[config.mk]
export PLATFORM = sky130hd
export DESIGN_NAME = booth_r4_datapath
export DESIGN_NICKNAME = d
export VERILOG_FILES = /design/src/rtl/booth_r4_datapath.sv
export SDC_FILE = /design/constraint.sdc
export NUM_CORES = 1
export LEC_CHECK = 0
export CAP_MARGIN = 0
export CORE_ASPECT_RATIO = 1.25
export CORE_MARGIN = 1.5
export CORE_UTILIZATION = 50
export DETAILED_ROUTE_END_ITERATION = 8
export GPL_TIMING_DRIVEN = 1
export PLACE_DENSITY = 0.76
export RECOVER_POWER = 100
export SLEW_MARGIN = 5
export SYNTH_ARGS = -nofsm -noshare
export SYNTH_HDL_FRONTEND = slang
export SYNTH_SLANG_ARGS = --single-unit
[constraint.sdc]
create_clock -name clk -period 5.1 [get_ports clk]
set_clock_uncertainty 0.05 [all_clocks]
set_input_delay 1.02 -clock clk [delete_from_list [all_inputs] [get_ports clk]]
set_output_delay 1.02 -clock clk [all_outputs]
set_load 0.01 [all_outputs]
[src/rtl/booth_r4_datapath.sv]
// Radix-4 Booth multiplier datapath: holds M, A, Q, Q[-1] and the iteration count,
// and performs the strobed add/shift steps under control of an external sequencer.
module booth_r4_datapath #(
  parameter int W = 8
) (
  input  logic         clk,
  input  logic         reset,
  input  logic [W-1:0] inbus,
  input  logic         c0,
  input  logic         c1,
  input  logic         c2,
  input  logic         c3,
  input  logic         c4,
  input  logic         c5,
  input  logic         c6,
  input  logic         c7,
  output logic [2:0]   q_lsb,
  output logic         cnt_done,
  output logic [W-1:0] outbus
);

  localparam int AW   = W + 2;
  localparam int ITER = W / 2;
  localparam int CW   = $clog2(ITER + 1);

  logic        [W-1:0]  m_reg;
  logic signed [AW-1:0] a_reg;
  logic        [W-1:0]  q_reg;
  logic                 q_m1;
  logic        [CW-1:0] cnt;

  logic signed [AW-1:0] x_op;
  logic signed [AW-1:0] a_sum;
  logic signed [AW-1:0] a_shift;
  logic signed [AW-1:0] a_nxt;
  logic        [W-1:0]  q_nxt;
  logic                 q_m1_nxt;
  logic        [CW-1:0] cnt_nxt;

  // Two guard bits on A keep +/-2M of any W-bit M in range.
  function automatic logic signed [AW-1:0] sext_m(input logic [W-1:0] m, input logic dbl);
    logic signed [AW-1:0] ext;
    ext = {{2{m[W-1]}}, m};
    return dbl ? (ext <<< 1) : ext;
  endfunction

  function automatic logic [CW-1:0] cnt_sat_inc(input logic [CW-1:0] c);
    return (c == CW'(ITER)) ? c : c + CW'(1);
  endfunction

  always_comb begin
    x_op     = sext_m(m_reg, c4);
    a_sum    = a_reg;
    if (c2) begin
      a_sum = c3 ? (a_reg - x_op) : (a_reg + x_op);
    end
    a_shift  = a_sum >>> 2;
    a_nxt    = a_reg;
    q_nxt    = q_reg;
    q_m1_nxt = q_m1;
    cnt_nxt  = cnt;
    if (c0) begin
      a_nxt    = '0;
      q_nxt    = inbus;
      q_m1_nxt = 1'b0;
      cnt_nxt  = '0;
    end else if (c5) begin
      // Shift operates on the post-add value so c2+c5 completes in one edge.
      a_nxt    = a_shift;
      q_nxt    = {a_sum[1:0], q_reg[W-1:2]};
      q_m1_nxt = q_reg[1];
      cnt_nxt  = cnt_sat_inc(cnt);
    end else if (c2) begin
      a_nxt = a_sum;
    end
  end

  always_ff @(posedge clk) begin
    if (!reset) begin
      m_reg  <= '0;
      a_reg  <= '0;
      q_reg  <= '0;
      q_m1   <= 1'b0;
      cnt    <= '0;
      outbus <= '0;
    end else begin
      if (c1) begin
        m_reg <= inbus;
      end
      a_reg <= a_nxt;
      q_reg <= q_nxt;
      q_m1  <= q_m1_nxt;
      cnt   <= cnt_nxt;
      // Output bus samples the pre-update registers.
      if (c6) begin
        outbus <= a_reg[W-1:0];
      end else if (c7) begin
        outbus <= q_reg;
      end
    end
  end

  assign q_lsb    = {q_reg[1:0], q_m1};
  assign cnt_done = (cnt == CW'(ITER));

endmodule

==> impl_metrics.csv, run 1 <==
group,metric,value,unit
die,die_h,83.9,µm
detailed_routing,wire_per_inst,14.8,µm
worst_hold_path,worstHoldPathType,"flop to flop",
timing,relSlewSlack,0.347,
yosys,avgSynthCellArea,8.10,µm²
clock_network,clock_latency,290,ps
final_layout,diodes,0,
clock_network,cts_hold_repair.buffers,0,
detailed_routing,drc,0,
clock_network,cts_made_buffers,5,
outcome,outcome,"finished, final reports clean",
grt,grt_usage,0.217,
critical_path,crit_required,5240,ps
final_layout,finalNetCount,369,
power,irDropWorstVdd,0.267,mV
detailed_routing,vias,2239,
timing,fmaxAchievable,225,MHz
die,die_w,67.7,µm
timing,grt_setup_unrepaired,"false",
clock_network,clock-sinks,38,
clock_network,cts_root_buffer,"clkbuf_8",
yosys,postSynth.asyncResetShare,0,
yosys,synth_adder_area_share,0.0650,
placed_design,gp_congestion,0.822,
yosys,synth.yosys.warnings,0,
grt,grt_pass1_vias,2054,
timing,tns,0,ps
placed_design,place_area,2880,µm²
clock_network,cts_buffer_depth,2,
die,rows,29,
grt,met2_usage,0.350,
grt,grt-busiest-layer,"met2",
power,powerDensity,271,nW/µm²
timing,slew_viol_final,0,
critical_path,cp-end-kind,"flop",
die,pin_count,30,
yosys,synth.distinct_cells,53,
timing,finalSetupViolations,0,
yosys,muxShareOfSynthArea,0.119,
clock_network,cts_resized,0,
yosys,synthSimpleGateAreaFrac,0.213,
critical_path,cp_max_fo,5,
clock_network,clk_pin_slew,80,ps
critical_path,critPathArrivalTime,4580,ps
yosys,ys_seq_elements,38,
die,start_util,0.519,
grt,grtUsageMet3,0.0378,
final_layout,final_common_cell,"dfxtp_1",
final_layout,largest_register_ffs,10,
grt,grt-ovfl-total,0,
grt,grt_max_degree,26,
grt,grt_pass1_wl,9620,µm
worst_hold_path,hp-start,"q_m1",
yosys,synth_xor_xnor_area_share,0.0368,
job,max_cap_violations,0,
critical_path,crit_type,"primary input to flop",
detailed_routing,first_pass_iters,4,
power,leakagePower,1.21,nW
placed_design,dpl.hpwl,4440,µm
placed_design,port_buffers,29,
yosys,synth_ff_type,"dfxtp_1",
critical_path,start_kind,"primary input",
timing,finalCritPeriodShare,0.870,
critical_path,r2r_slack,1660,ps
final_layout,stdcell_area,2960,µm²
yosys,synth_compound_area_frac,0.213,
die,coreArea,5040,µm²
detailed_routing,drtIter0Drc,92,
grt,use_met1,0.299,
critical_path,r2r_start,"m_reg[1]",
clock_network,postCtsSetupBuffers,0,
die,dieArea,5680,µm²
final_layout,drive_gt1_frac,0.0472,
timing,hold_violations,0,
detailed_routing,routed_wl,5940,µm
yosys,synth_edf_count,0,
yosys,netlist_area,2620,µm²
timing,post-route-min-period,4440,ps
yosys,syn_nets,354,
detailed_routing,vias_per_cell,5.58,
yosys,syn_inst,323,
final_layout,final_cell_mix,"dfxtp_1, nand2_1, mux2i_1",
yosys,seq_area_frac_synth,0.291,
detailed_routing,drtAntennaViolNets,0,
clock_network,cts_tree,"yes",
critical_path,r2r_end,"a_reg[8]",
clock_network,h-tree-depth,2,
yosys,synth_top_family_by_area,"compound AO/OA/AOI/OAI gates",
final_layout,syn2layout_area_growth,13.2,%
timing,worstMarginPinSlew,976,ps
grt,antenna_found_initial,0,
critical_path,reg2reg_depth,13,
worst_hold_path,holdPathEnd,"q_m1",
worst_hold_path,hold_depth,2,
-- routing by layer --
metal,part of all wire,routed length (µm)
met3,0.027,159
met4,0.0099,59
met2,0.48,2870
met1,0.48,2850
met5,0,0
-- report_power, final --
group	switching, W	internal, W
combinational	0.000133	0.000118
clock	0.000109	0.000109
sequential	0.0000207	0.000314
-- synthesized netlist by cell type (all sizes together), types with 2 or more instances --
master	instances	share of area
a211o	2	0.0072
a211oi	6	0.017
a21boi	2	0.0057
a21o	5	0.014
a21oi	24	0.047
a221oi	2	0.0091
a311oi	2	0.0091
a31oi	4	0.0096
and2	20	0.048
and3	4	0.010
buf	9	0.024
clkbuf	13	0.019
dfxtp	38	0.29
ha	12	0.057
inv	12	0.017
mux2i	30	0.11
nand2	32	0.046
nand2b	3	0.0072
nand3	2	0.0038
nor2	24	0.034
nor2b	10	0.024
nor3	5	0.0096
nor4	3	0.015
o211ai	2	0.0057
o21a	5	0.014
o21ai	24	0.046
o31a	2	0.0067
or3	4	0.0096
xnor2	9	0.030
xor2	2	0.0067
-- kinds of logic after synthesis --
kind of cell	after synthesis
AOI/OAI and AO/OA	86
xor gates and xnor gates	11
adders and majority gates	13
buffers and inverters	35
DFF	38
muxes	31
and+or+nand+nor	109
-- area by class of cell --
| type | count | area (µm²) |
|---|---|---|
| clock buffers | 6 | 82.6 |
| clock inverters | 2 | 12.5 |
| fillers | 455 | 2080 |
| inverters | 13 | 48.8 |
| multi-input cells | 250 | 1680 |
| flip-flops and latches | 38 | 761 |
| well taps | 62 | 77.6 |
| repair buffers | 30 | 298 |
-- worst max-delay path by stage --
stage	start	to	cells after the start
after floorplan	c4	a_reg[7]	14
after global placement	c4	a_reg[8]	14
after detailed placement	c4	a_reg[8]	14
after CTS	c4	a_reg[8]	14
after global routing	c4	a_reg[8]	14
final	c4	a_reg[8]	14
-- metrics by stage --
stage           util  total power [W]  cells  setup WS (ps)  hold WS, ps
2_1_floorplan      -         0.000532    323           1240          412
3_3_place_gp   0.571         0.000588    393            738          436
3_5_place_dp   0.571         0.000595    393            624          437
4_1_cts        0.590         0.000811    401            917          453
5_1_grt        0.587         0.000850    401            362          482
6_report       0.587         0.000804    401            663          450
-- critical path, cell delays in order --
cell and delay [ps]:
dlygate4sd3_1 630, mux2i_1 260, ha_1 240, o2111a_1 270
a21oi_1 100, xnor2_1 160, nand2_1 60, o21ai_0 70
ha_1 330, and3_1 210, a221oi_1 470, nand4_1 250
and3_1 240, nor4_1 250
Power figures use the tool's default switching activity.
==> inputs of run 2 (changes only) <==
- CTS_CLUSTER_DIAMETER: unset -> 30
==> results of run 2 <==
The final DEF is identical to that of run 1; final timing and power are the same.
